--- src/rtl/snax_tcdm_rr_arbiter.sv ---
// snax_tcdm_rr_arbiter: round-robin share of one TCDM port with in-order response routing
module snax_tcdm_rr_arbiter #(
    parameter int unsigned NumReq         = 4,
    parameter int unsigned AddrWidth      = 32,
    parameter int unsigned DataWidth      = 32,
    parameter int unsigned MaxOutstanding = 4,
    localparam int unsigned StrbWidth     = DataWidth / 8,
    localparam int unsigned IdxW          = $clog2(NumReq),
    localparam int unsigned PtrW          = $clog2(MaxOutstanding),
    localparam int unsigned CntW          = PtrW + 1
) (
    input  logic                           clk_i,
    input  logic                           rst_i,
    input  logic [NumReq-1:0]              req_q_valid_i,
    output logic [NumReq-1:0]              req_q_ready_o,
    input  logic [NumReq*AddrWidth-1:0]    req_addr_i,
    input  logic [NumReq-1:0]              req_write_i,
    input  logic [NumReq*DataWidth-1:0]    req_data_i,
    input  logic [NumReq*StrbWidth-1:0]    req_strb_i,
    output logic [NumReq-1:0]              req_p_valid_o,
    output logic [DataWidth-1:0]           req_p_data_o,
    output logic                           tcdm_q_valid_o,
    input  logic                           tcdm_q_ready_i,
    output logic [AddrWidth-1:0]           tcdm_addr_o,
    output logic                           tcdm_write_o,
    output logic [DataWidth-1:0]           tcdm_data_o,
    output logic [StrbWidth-1:0]           tcdm_strb_o,
    input  logic                           tcdm_p_valid_i,
    input  logic [DataWidth-1:0]           tcdm_p_data_i,
    output logic [CntW-1:0]                outstanding_o,
    output logic                           err_o
);
    logic [IdxW-1:0] ptr_q, ptr_d, lock_idx_q, lock_idx_d, rr_idx, win, head;
    logic            lock_q, lock_d, err_q, err_d, found, lock_hit;
    logic            full, empty, q_valid, hs, pop;
    logic [PtrW-1:0] wptr_q, wptr_d, rptr_q, rptr_d;
    logic [CntW-1:0] cnt_q, cnt_d;
    logic [IdxW-1:0] fifo_q [MaxOutstanding];

    always_comb begin
        rr_idx = '0;
        found  = 1'b0;
        for (int i = 0; i < NumReq; i++) begin
            if (!found && req_q_valid_i[(int'(ptr_q) + i) % NumReq]) begin
                rr_idx = IdxW'((int'(ptr_q) + i) % NumReq);
                found  = 1'b1;
            end
        end
    end

    // A stalled request keeps its grant so the downstream payload stays stable
    assign lock_hit = lock_q && req_q_valid_i[lock_idx_q];
    assign win      = lock_hit ? lock_idx_q : rr_idx;
    assign full     = cnt_q == CntW'(MaxOutstanding);
    assign empty    = cnt_q == '0;
    assign q_valid  = !rst_i && |req_q_valid_i && !full;
    assign hs       = q_valid && tcdm_q_ready_i;
    assign pop      = !rst_i && tcdm_p_valid_i && !empty;
    assign head     = fifo_q[rptr_q];

    assign tcdm_q_valid_o = q_valid;
    assign req_q_ready_o  = hs ? NumReq'(1) << win : '0;
    assign tcdm_addr_o    = q_valid ? req_addr_i[win*AddrWidth +: AddrWidth] : '0;
    assign tcdm_write_o   = q_valid && req_write_i[win];
    assign tcdm_data_o    = q_valid ? req_data_i[win*DataWidth +: DataWidth] : '0;
    assign tcdm_strb_o    = q_valid ? req_strb_i[win*StrbWidth +: StrbWidth] : '0;
    assign req_p_valid_o  = pop ? NumReq'(1) << head : '0;
    assign req_p_data_o   = (!rst_i && tcdm_p_valid_i) ? tcdm_p_data_i : '0;
    assign outstanding_o  = cnt_q;
    assign err_o          = err_q;

    always_comb begin
        ptr_d      = hs ? ((win == IdxW'(NumReq - 1)) ? '0 : win + IdxW'(1)) : ptr_q;
        wptr_d     = wptr_q + PtrW'(hs);
        rptr_d     = rptr_q + PtrW'(pop);
        cnt_d      = cnt_q + CntW'(hs) - CntW'(pop);
        lock_d     = q_valid && !tcdm_q_ready_i;
        lock_idx_d = win;
        err_d      = err_q || (tcdm_p_valid_i && empty);
    end

    always_ff @(posedge clk_i or posedge rst_i) begin
        if (rst_i) begin
            ptr_q      <= '0;
            wptr_q     <= '0;
            rptr_q     <= '0;
            cnt_q      <= '0;
            lock_q     <= 1'b0;
            lock_idx_q <= '0;
            err_q      <= 1'b0;
            for (int i = 0; i < MaxOutstanding; i++) fifo_q[i] <= '0;
        end else begin
            ptr_q      <= ptr_d;
            wptr_q     <= wptr_d;
            rptr_q     <= rptr_d;
            cnt_q      <= cnt_d;
            lock_q     <= lock_d;
            lock_idx_q <= lock_idx_d;
            err_q      <= err_d;
            if (hs) fifo_q[wptr_q] <= win;
        end
    end
endmodule

--- config.mk ---
export PLATFORM = sky130hd
export DESIGN_NAME = snax_tcdm_rr_arbiter
export DESIGN_NICKNAME = d
export VERILOG_FILES = /design/src/rtl/snax_tcdm_rr_arbiter.sv
export SDC_FILE = /design/constraint.sdc
export NUM_CORES = 1
export LEC_CHECK = 0
export BUFFER_PORTS_ARGS = -buffer_cell sky130_fd_sc_hd__buf_2
export CAP_MARGIN = 20
export CELL_PAD_IN_SITES_DETAIL_PLACEMENT = 0
export CELL_PAD_IN_SITES_GLOBAL_PLACEMENT = 1
export CORE_AREA = 2 2 166 168
export CTS_BUF_LIST = sky130_fd_sc_hd__clkbuf_16
export DETAILED_ROUTE_END_ITERATION = 6
export DIE_AREA = 0 0 168 170
export GPL_ROUTABILITY_DRIVEN = 0
export PLACE_DENSITY_LB_ADDON = 0.1
export SETUP_SLACK_MARGIN = 0.1
export SYNTH_ARGS = -nofsm -noshare
export SYNTH_HDL_FRONTEND = slang
export SYNTH_SLANG_ARGS = --single-unit
--- constraint.sdc ---
create_clock -name clk_i -period 2.65 [get_ports clk_i]
set_input_delay 0.53 -clock clk_i [delete_from_list [all_inputs] [get_ports clk_i]]
set_output_delay 0.53 -clock clk_i [all_outputs]
set_load 0.1 [all_outputs]
# After elaboration in Yosys (flattened, before gate mapping)
# Cells that the tools add are included.
# totals
ff_bits,21
latchBits,0
mem_bits_rw,0
mem_bits_ro,0
inputBits,316
output_inout_bits,114
wordCells,93
memories,0
# classes
add_sub_neg,8
n_mul,0
n_div,0
order_cmp,9
eq_ne,2
shifts,5
muxes,33
bitwise,2
n_reduce_logical,23
# op_table
cell,count
$shiftx 128x8->32,2
$mux 32,3
$lt 2x3->1 const B,6
$mux 2,9
$shiftx 16x5->4,1
$logic_and 1x1->1,13
$bmux 1 s2,6
$mux 4,3
$mux 1,9
$bwmux 8,1
$shl 1x2->4 const A,2
$logic_not 1->1,7
$ge 3x3->1 const B,2
$not 2->3,2
$add 2x1->2,2
$add 2x1->2 const B,2
$add 2x2->2 const B,2
$bmux 2 s2,1
$demux 2 s2,1
$reduce_or 4->1,1
$add 3x1->3,1
$eq 3x3->1 const B,1
$logic_not 3->1,1
$lt 3x1->1 const B,1
3 further kinds,3

# Longest topological paths before layout
# Gate-level depths: netlist of run 1.
# depth
depth_word,16
mapped_depth,12
depth_no_buf,11

# Worst setup path before layout of run 1
# Ideal clock, no wire load.
# synth_path
path_type,register -> output
start,register cnt_q[1] (netlist: outstanding_o[1])
end,output port req_q_ready_o[0]
arrival_time_ns,4.711
required_time_ns,2.120
path_slack_ns,-2.591
path_stages_with_launch,7
n_path_buf,1
cell_sequence,dfrtp_1 > nor2_1 > a221oi_4 > and2_1 > buf_2 > inv_2 > nor3_1
# synth_between
elab_chain_len,5
# synth_rtl
item,line_no,source
from (decl),37,"logic [CntW-1:0] cnt_q, cnt_d;"
from (signal assigned),96,cnt_q <= cnt_d;
$eq 3x3->1,54,assign full = cnt_q == CntW'(MaxOutstanding);
$logic_not 1->1,56,assign q_valid = !rst_i && |req_q_valid_i && !full;
$logic_and 1x1->1,56,
named net tcdm_q_valid_o,22,"output logic tcdm_q_valid_o,"
$logic_and 1x1->1,57,assign hs = q_valid && tcdm_q_ready_i;
named net hs,35,"logic full, empty, q_valid, hs, pop;"
$mux 4,62,assign req_q_ready_o = hs ? NumReq'(1) << win : '0;
to (decl),15,"output logic [NumReq-1:0] req_q_ready_o,"
# The timed path passes the listed nets, and every way through them passes these cells.

# Final worst setup path of run 1
# layout_path
start,register ptr_q[0]
end,output port tcdm_addr_o[18]
# layout_between
elab_chain_len,15
word_cells_on_any_way,27
cone_classes,add/sub: 3; shift: 1; mux: 17; reduce/logical: 6
# layout_rtl
item,line_no,source
from (decl),33,"logic [IdxW-1:0] ptr_q, ptr_d, lock_idx_q, lock_idx_d, rr_idx, win, head;"
from (signal assigned),93,ptr_q <= ptr_d;
"parallel branches: the longest is 11 deep, another holds $add 2x1->2",-,
$mux 2 *,44,if (!found && req_q_valid_i[(int'(ptr_q) + i) % NumReq]) begin
$mux 2 *,53,assign win = lock_hit ? lock_idx_q : rr_idx;
$shiftx 128x8->32 *,63,assign tcdm_addr_o = q_valid ? req_addr_i[win*AddrWidth +: AddrWidth] : '0;
$mux 32 *,63,
to (decl),24,"output logic [AddrWidth-1:0] tcdm_addr_o,"
# Every way passes the cells marked *. The select of a mux whose other input is x is not followed.

==> results.yml, run 1 <==
setup_path:
  critPathArrivalTime_ns: 2.64
  cp_max_fo: 5
  cp_slowest_cell: "dfrtp_1"
  reg2reg_depth: 12
  worstPathCellList: "inv_1, a221oi_2, a21oi_2, o41ai_4, buf_6, buf_12, buf_16, buf_16, mux2i_4, buf_6, o22ai_4, buf_12"
  r2r_end: "outstanding_o[2]"
  endpoint_kind: "primary output"
  critPathKind: "reg2out"
  worstReg2RegStart: "outstanding_o[1]"
  r2r_slack_ns: 0.31
  worstPathRequired_ns: 2.12
  cpPeakStageDelay_ns: 0.40
  crit_start: "ptr_q[0]"
  start_kind: "flop"
cts:
  insertion_delay_ns: 0.25
  htreeDepth: 1
  root_buffer: "clkbuf_16"
  cts_buffers: 3
  cts_tree: "built"
  clkSinkCount: 21
  holdBufCountCts: 0
  path_clk_slew_ns: 0.05
  cts_buffer_depth: 2
timing:
  slew_violations: 0
  finalSetupViolCount: 73
  finalWorstSetupSlack_ns: -0.5174
  tns_ns: -32.41
  holdWs_ns: 0.4560
  skew_ns: 0.001840
  slew_headroom_pct: 47.79
  fmax_ghz: 0.3157
  period_share_pct: 119.5
  worst_pin_slew_ns: 0.7823
  final-hold-violation-count: 0
  rsz0062_at_grt: "true"
  period_needed_ns: 3.167
flow_run:
  cap_violations: 0
yosys:
  synthCells: 380
  yosysTopAreaCell: "mux2i_1"
  synth_top_cell_area_share_pct: 40.39
  async_flop_share_pct: 100.0
  synth_area_leaders: "mux2i_1 (40%), dfrtp_1 (15%), o22ai_1 (12%)"
  syn_area_per_cell_um2: 9.130
  synth.cell_area_um2: 3470
  synth.distinct_cells: 45
  synth_edf_count: 0
  synth_seq_cells: 21
  yosys_warnings: 0
  ys.flop_type: "dfrtp_1"
  syn_nets: 702
  yosysSeqAreaShare_pct: 15.15
route:
  wire_per_inst_um: 18.82
  drc: 0
  wl_met2_um: 12870
  wl_met1_um: 8284
  route.vias.total: 5087
  firstDrtPassIters: 4
  vias_per_cell: 4.204
  wl_um: 22770
  antenna_left: 0
  route.met3.wl_um: 1459
  top_layer: "met4"
  drt_iter0_markers: 95
floorplan:
  rows: 60
  initial_utilization_pct: 13.02
  die_h_um: 170
  core_area_um2: 26650
  chipWidth_um: 168
  dieArea_um2: 28560
  io_pins: 430
global_route:
  grt_max_degree: 33
  overflow: 0
  grt_usage_pct: 14.39
  antenna_found_initial: 1
  grt_pass1_vias: 5711
  grt_pass1_wl_um: 32340
finish:
  fin_nets: 1190
  nFillCells: 2424
  multiInputGateArea_um2: 5145
  drive_gt1_share_pct: 89.16
  area_growth_pct: 229.4
  seq_area_um2: 535.5
placed_design:
  hpwl_um: 18230
  numPortBuffers: 429
min_path:
  hold_depth: 1
  hold-path-endpoint: "err_o"
  hp-class: "reg2reg"
  holdCritStartpoint: "err_o"
power_and_ir_drop:
  power_per_cell_area_nw_per_um2: 1319
  p_leak_nw: 4.467
  vdd_drop_max_mv: 0.6352
run_status:
  failed_checks: "setup timing"
  status: "finished, violations left"
-- critical path, delay by kind of cell, from the launching register on --
kind,cells,cell delay (ns)
buffers and inverters,7,1.01
AO/OA/AOI/OAI,4,0.71
flip-flops,1,0.40
multiplexers,1,0.25
-- flip-flops by register name (all words and copies together) (netlist names) --
| signal | count |
|---|---|
| err_o | 1 |
| fifo_q | 8 |
| lock_idx_q | 2 |
| lock_q | 1 |
| outstanding_o | 3 |
| ptr_q | 2 |
| rptr_q | 2 |
| wptr_q | 2 |
-- repair_timing --
item / 4_1_cts / 5_1_grt
pin swaps: 8 / 37
buffers inserted: 19 / 4
cloned: 7 / 9
resized for setup: 231 / 98
endpoints found under the setup margin: 75 / 75
-- per-layer routing --
| metal | up-vias | GRT usage (%) |
|---|---|---|
| li1 | 2454 | - |
| met1 | 2386 | 16.11 |
| met2 | 237 | 28.82 |
| met3 | 10 | 2.674 |
| met4 | 0 | 1.588 |
| met5 | - | 0 |
-- worst max-delay path by stage --
stage               slack [ns]  cells past startpoint                to
floorplan                -0.84                      6  req_q_ready_o[2]
global placement         -0.59                     10   tcdm_addr_o[18]
CTS                      -0.51                     10    tcdm_data_o[0]
global route             -0.63                     11   tcdm_addr_o[18]
detailed placement       -0.64                     10   tcdm_addr_o[18]
finish                   -0.52                     12   tcdm_addr_o[18]
-- placed cells by master (no fill, tap or decap), drive strengths merged, types with 4 or more instances in the layout --
| master | n |
|---|---|
| nor3 | 5 |
| inv | 10 |
| buf | 509 |
| nor2b | 4 |
| dfrtp | 21 |
| o22ai | 69 |
| mux2 | 6 |
| nor2 | 7 |
| and2 | 33 |
| mux2i | 140 |
| clkbuf | 12 |
| nand2 | 11 |
| a21oi | 4 |
| ha | 5 |
-- kinds of logic after synthesis --
kind of cell / Yosys count / share of synthesized area (%)
XOR/XNOR: 4 / 1.010
multiplexers: 148 / 43.63
adder cells (fa/ha/maj): 6 / 2.380
buffers and inverters: 44 / 8.475
AND/OR/NAND/NOR: 72 / 12.26
AO/OA/AOI/OAI: 85 / 17.09
flip-flops: 21 / 15.15
-- synthesized netlist by cell type (2+ instances only) --
master    count
nand2_1      10
o21ai_0       2
ha_1          5
buf_6        14
mux2_1        2
nand3b_1      2
xnor2_1       2
mux4_2        2
and2_1       33
buf_4         3
nor2b_1       4
dfrtp_1      21
mux2_2        4
xor2_1        2
nor2_1        7
and3_1        3
buf_2        10
mux2i_1     140
nor3_1        4
inv_1         8
clkbuf_1      8
a21oi_1       3
o22ai_1      69
-- layout make-up --
cell class | count | area share, %
repair buffers | 518 | 45.49
multi-input cells | 315 | 45.02
flip-flops and latches | 21 | 4.686
well taps | 341 | 3.733
clock buffers | 3 | 0.6569
inverters | 9 | 0.3394
diodes | 2 | 0.04379
clock inverters | 1 | 0.03284
-- stage by stage --
| stage | std cells | area [um2] | total power [mW] | setup WS, ns | util (%) |
|---|---|---|---|---|---|
| after global placement | 1167 | 9016 | 11.66 | -0.5851 | 33.83 |
| after CTS | 1197 | 10590 | 14.09 | -0.5132 | 39.73 |
| after detailed placement | 1167 | 9016 | 11.74 | -0.6444 | 33.83 |
| final | 1210 | 11430 | 15.07 | -0.5174 | 42.88 |
| after floorplan | 380 | 4566 | 8.282 | -0.8425 | - |
| after global routing | 1209 | 11430 | 15.62 | -0.6337 | 42.87 |
-- where the power goes --
group / total [mW] / switching (mW) / internal (mW)
Sequential: 0.663 / 0.173 / 0.489
Combinational: 14.1 / 7.74 / 6.36
Clock: 0.306 / 0.105 / 0.201
Power figures use the tool's default switching activity.
==> run 2: changes to the inputs <==
GPL_TIMING_DRIVEN = 0   (was default)
==> results.yml, run 2 (synthesized netlist as in run 1, its figures left out) <==
route:
  vias_per_cell: 4.269
  wl_met1_um: 8671
  route.met3.wl_um: 1389
  top_layer: "met4"
  drc: 0
  drt_iter0_markers: 74
  firstDrtPassIters: 3
  wire_per_inst_um: 19.64
  antenna_left: 0
  route.vias.total: 5140
  wl_met2_um: 13330
  wl_um: 23650
setup_path:
  endpoint_kind: "primary output"
  critPathKind: "reg2out"
  cp_max_fo: 10
  critPathArrivalTime_ns: 2.76
  start_kind: "flop"
  worstPathRequired_ns: 2.12
floorplan:
  die_h_um: 170
  chipWidth_um: 168
  initial_utilization_pct: 13.02
  core_area_um2: 26650
  rows: 60
  dieArea_um2: 28560
  io_pins: 430
timing:
  final-hold-violation-count: 0
  rsz0062_at_grt: "true"
  holdWs_ns: 0.4533
  slew_violations: 0
  worst_pin_slew_ns: 0.8277
  slew_headroom_pct: 44.76
  finalSetupViolCount: 73
  skew_ns: 0.003385
  finalWorstSetupSlack_ns: -0.6379
  period_needed_ns: 3.288
  fmax_ghz: 0.3041
  period_share_pct: 124.1
finish:
  largest_register: "fifo_q"
  nFillCells: 2556
  fin_nets: 1185
  area_growth_pct: 209.3
  layout_common_cells: "buf_2 (347), mux2i_4 (116), buf_12 (82)"
  mostFrequentLayoutCell: "buf_2"
  drive_gt1_share_pct: 87.82
  largest_reg_flops: 8
run_status:
  failed_checks: "setup timing"
  status: "finished, violations left"
placed_design:
  hpwl_um: 18380
  place_ws_ns: -0.9696
  numPortBuffers: 429
global_route:
  grt_max_degree: 22
  grt_usage_pct: 15.23
  grt_pass1_wl_um: 33410
  antenna_found_initial: 1
  grt_pass1_vias: 5623
  overflow: 0
cts:
  clkSinkCount: 21
  htreeDepth: 1
  insertion_delay_ns: 0.26
  path_clk_slew_ns: 0.06
  root_buffer: "clkbuf_16"
  cts_tree: "built"
  cts_buffers: 3
  cts_buffer_depth: 2
power_and_ir_drop:
  power_per_cell_area_nw_per_um2: 1375
  vdd_drop_max_mv: 0.7253
  p_leak_nw: 4.239
min_path:
  hp-class: "reg2reg"
flow_run:
  cap_violations: 0
## run 2: cell count changes in the layout (fill, tap and decap cells not counted), moves of 5 or more
cell and change:
clkbuf_16 -5, buf_6 +6, mux2i_1 +5, buf_4 +6
mux2i_4 +16, buf_2 +29, mux2i_2 -21, buf_12 -45
buf_16 -6
## run 2: per-layer routing
layer,track usage (%),up-vias
li1,-,2434
met1,17.95,2447
met2,29.14,244
met3,2.628,15
met4,2.571,0
met5,0,-
## run 2: through the flow
step	TNS, ns	utilization (%)	cell area, um2	power [mW]	cells
CTS	-38.12	35.96	9584	13.37	1190
finish	-40.43	40.27	10730	14.75	1204
global placement	-55.62	26.79	7139	9.744	1150
detailed placement	-59.89	26.79	7139	9.811	1150
global route	-46.15	40.27	10730	15.29	1204
floorplan	-54.80	-	4566	8.282	380
## run 2: worst max-delay path, cell delays in order, from the launching register on
cell and delay, ns:
dfrtp_1 0.41, and2b_2 0.27, a21oi_2 0.12, a21oi_2 0.09, o41ai_4 0.37, buf_6 0.17, buf_12 0.12, buf_12 0.14
buf_16 0.19, mux2i_4 0.29, o22ai_4 0.12, buf_12 0.19
## run 2: path summary, 6_finish.rpt
path                                  start          endpoint  slack, ns  cells past startpoint
max in group asynchronous             rst_i  outstanding_o[0]       1.57                      2
min in group asynchronous             rst_i          ptr_q[0]       0.48                      2
min                                   err_o             err_o       0.45                      1
max                                ptr_q[0]   tcdm_data_o[10]      -0.64                     11
max reg2reg                outstanding_o[1]  outstanding_o[2]       0.12                     13
min reg2reg                           err_o             err_o       0.45                      1
## run 2: final cells by class
type,instances,area [um2],share of cell area (%)
flip-flops and latches,21,534.3,4.978
repair buffers,478,3790,35.32
plain buffers,35,574.3,5.352
well taps,341,426.7,3.976
multi-input cells,315,5281,49.21
diodes,1,2.502,0.02332
clock buffers,3,75.07,0.6995
clock inverters,1,3.754,0.03498
inverters,9,43.79,0.4081
## run 2: report_power, final
group          switching (mW)  internal, mW  leakage, nW  total, mW
clock                   0.119         0.201       0.0423      0.321
combinational            7.81          5.99         3.94       13.8
sequential              0.148         0.487        0.253      0.635
## run 2: repair_timing
item,4_1_cts,5_1_grt
hold buffers,0,0
endpoints found under the setup margin,78,99
endpoints found under the hold margin,0,0
pin swaps,16,27
setup buffers,34,10
gates resized for setup,454,168
cloned,2,4
==> run 3: changes to the inputs <==
ABC_AREA = 1   (was default)
CORE_AREA = 2 2 165 167   (was 2 2 166 168)
DIE_AREA = 0 0 167 169   (was 0 0 168 170)
==> results.yml, run 3 <==
flow_run:
  cap_violations: 0
yosys:
  syn_nets: 1319
  synth_commonest_cells: "nand2_1 (332), nand3_1 (224), inv_1 (192)"
  synth.distinct_cells: 29
  yosysMostFrequentCell: "nand2_1"
  yosys_warnings: 0
  synth.cell_area_um2: 4832
  synth_seq_cells: 21
  synth_top_cell_area_share_pct: 25.79
  synthCells: 997
  yosysSeqAreaShare_pct: 10.88
  syn_area_per_cell_um2: 4.847
  yosysTopAreaCell: "nand2_1"
  synth_area_leaders: "nand2_1 (26%), nand3_1 (23%), inv_1 (15%)"
  async_flop_share_pct: 100.0
  ys.flop_type: "dfrtp_1"
  synth_edf_count: 0
global_route:
  overflow: 0
  grt_pass1_wl_um: 43970
  grt_pass1_vias: 7660
  antenna_found_initial: 6
  grt_max_degree: 24
  grt_usage_pct: 19.56
route:
  drc: 0
  vias_per_cell: 4.400
  wl_um: 30560
  drt_iter0_markers: 294
  antenna_left: 0
  route.vias.total: 7937
  firstDrtPassIters: 4
  wire_per_inst_um: 16.94
floorplan:
  dieArea_um2: 28220
  chipWidth_um: 167
  initial_utilization_pct: 18.23
  die_h_um: 169
  io_pins: 430
  core_area_um2: 26500
  rows: 60
cts:
  insertion_delay_ns: 0.26
  cts_buffer_depth: 2
  cts_tree: "built"
  root_buffer: "clkbuf_16"
  cts_buffers: 3
  clkSinkCount: 21
  path_clk_slew_ns: 0.06
  htreeDepth: 1
finish:
  fin_nets: 1782
  nFillCells: 2850
  area_growth_pct: 138.8
  largest_reg_flops: 8
  largest_register: "fifo_q"
  design_area_um2: 11540
  layout_common_cells: "buf_2 (337), nand2_1 (185), inv_1 (182)"
  drive_gt1_share_pct: 58.81
  mostFrequentLayoutCell: "buf_2"
  stdcell_count: 1804
setup_path:
  critPathKind: "reg2out"
  cp_max_fo: 8
  reg2reg_depth: 12
  start_kind: "flop"
  r2r_slack_ns: 0.22
  worstReg2RegStart: "outstanding_o[1]"
  endpoint_kind: "primary output"
  worstPathCellList: "buf_6, clkinv_8, nand2_4, nand2_4, nand2_2, nand2_4, o21ai_2, nand3_2, nand2_4, nand2_4, buf_12, buf_12, buf_12, nand2_4, nand3_4, a21oi_4, buf_12"
  crit_start: "ptr_q[0]"
  cpPeakStageDelay_ns: 0.37
  worstPathRequired_ns: 2.12
  critPathArrivalTime_ns: 2.61
  worst_path_most_repeated_cell: "nand2_4"
  cp_slowest_cell: "dfrtp_1"
timing:
  period_share_pct: 118.4
  worst_pin_slew_ns: 0.6027
  rsz0062_at_grt: "true"
  slew_headroom_pct: 59.82
  slew_violations: 0
  skew_ns: 0.002272
  final-hold-violation-count: 0
  fmax_ghz: 0.3187
  finalSetupViolCount: 73
  period_needed_ns: 3.138
  finalWorstSetupSlack_ns: -0.4878
min_path:
  hp-class: "in2async"
run_status:
  failed_checks: "setup timing"
  status: "finished, violations left"
placed_design:
  place_ws_ns: -0.7952
  dpl_cell_area_um2: 8880
  numPortBuffers: 429
  hpwl_um: 23320
  dp_cells: 1769
[run 3: cell type report]
| cell class | count | area [um2] | area share, % |
|---|---|---|---|
| well taps | 341 | 426.7 | 3.697 |
| flip-flops and latches | 21 | 535.5 | 4.641 |
| multi-input cells | 708 | 5142 | 44.56 |
| repair buffers | 457 | 3766 | 32.64 |
| diodes | 4 | 10.01 | 0.08674 |
| inverters | 197 | 779.5 | 6.755 |
| repair inverters | 1 | 5.005 | 0.04337 |
| clock inverters | 1 | 5.005 | 0.04337 |
| plain buffers | 71 | 794.5 | 6.885 |
| clock buffers | 3 | 75.07 | 0.6505 |
[run 3: metal layers]
metal / GRT usage, % / wire length (um) / vias to the layer above / share of wire (%)
li1: - / - / 3999 / -
met1: 23.66 / 12400 / 3631 / 41
met2: 36.91 / 16010 / 283 / 52
met3: 3.507 / 1925 / 18 / 6.3
met4: 2.324 / 182 / 6 / 0.60
met5: 0 / 38 / - / 0.12
[run 3: per-stage QoR]
stage / hold slack, ns / setup TNS [ns] / utilization, %
final: 0.3179 / -29.18 / 43.55
after floorplan: 0.4085 / -20.41 / -
after global routing: 0.3282 / -38.08 / 43.54
after global placement: 0.4489 / -61.76 / 33.36
after detailed placement: 0.4627 / -60.16 / 33.51
after CTS: 0.3416 / -26.23 / 39.76
[run 3: critical path, delay by kind of cell, from the launching register on]
kind / cells / cell delay, ns
simple gates: 9 / 0.74
compound gates: 2 / 0.33
flops: 1 / 0.37
buf+inv: 6 / 0.90
[run 3: kinds of logic after synthesis]
kind of cell | share of synthesized area [%]
flops | 10.88
simple gates | 53.60
compound gates | 9.322
fa+ha+maj | 1.709
xor+xnor | 0.7251
buf+inv | 23.77
[run 3: what timing repair did]
item,4_1_cts,5_1_grt
endpoints found under the setup margin,110,110
buffers inserted,7,8
pin swaps,12,72
gates resized for setup,404,190
cloned,2,11
hold buffers,0,0
[run 3: path summary, 6_finish.rpt]
kind,end
min in group clk_i,err_o
worst max-delay path,tcdm_addr_o[0]
worst min register to register,err_o
max in group asynchronous,outstanding_o[0]
worst min-delay path,outstanding_o[1]
worst max register to register,outstanding_o[2]
Power of run 3 is left out: the tool's default activity adds up to more than one toggle a clock period on the data nets, which glitch-free logic cannot reach.
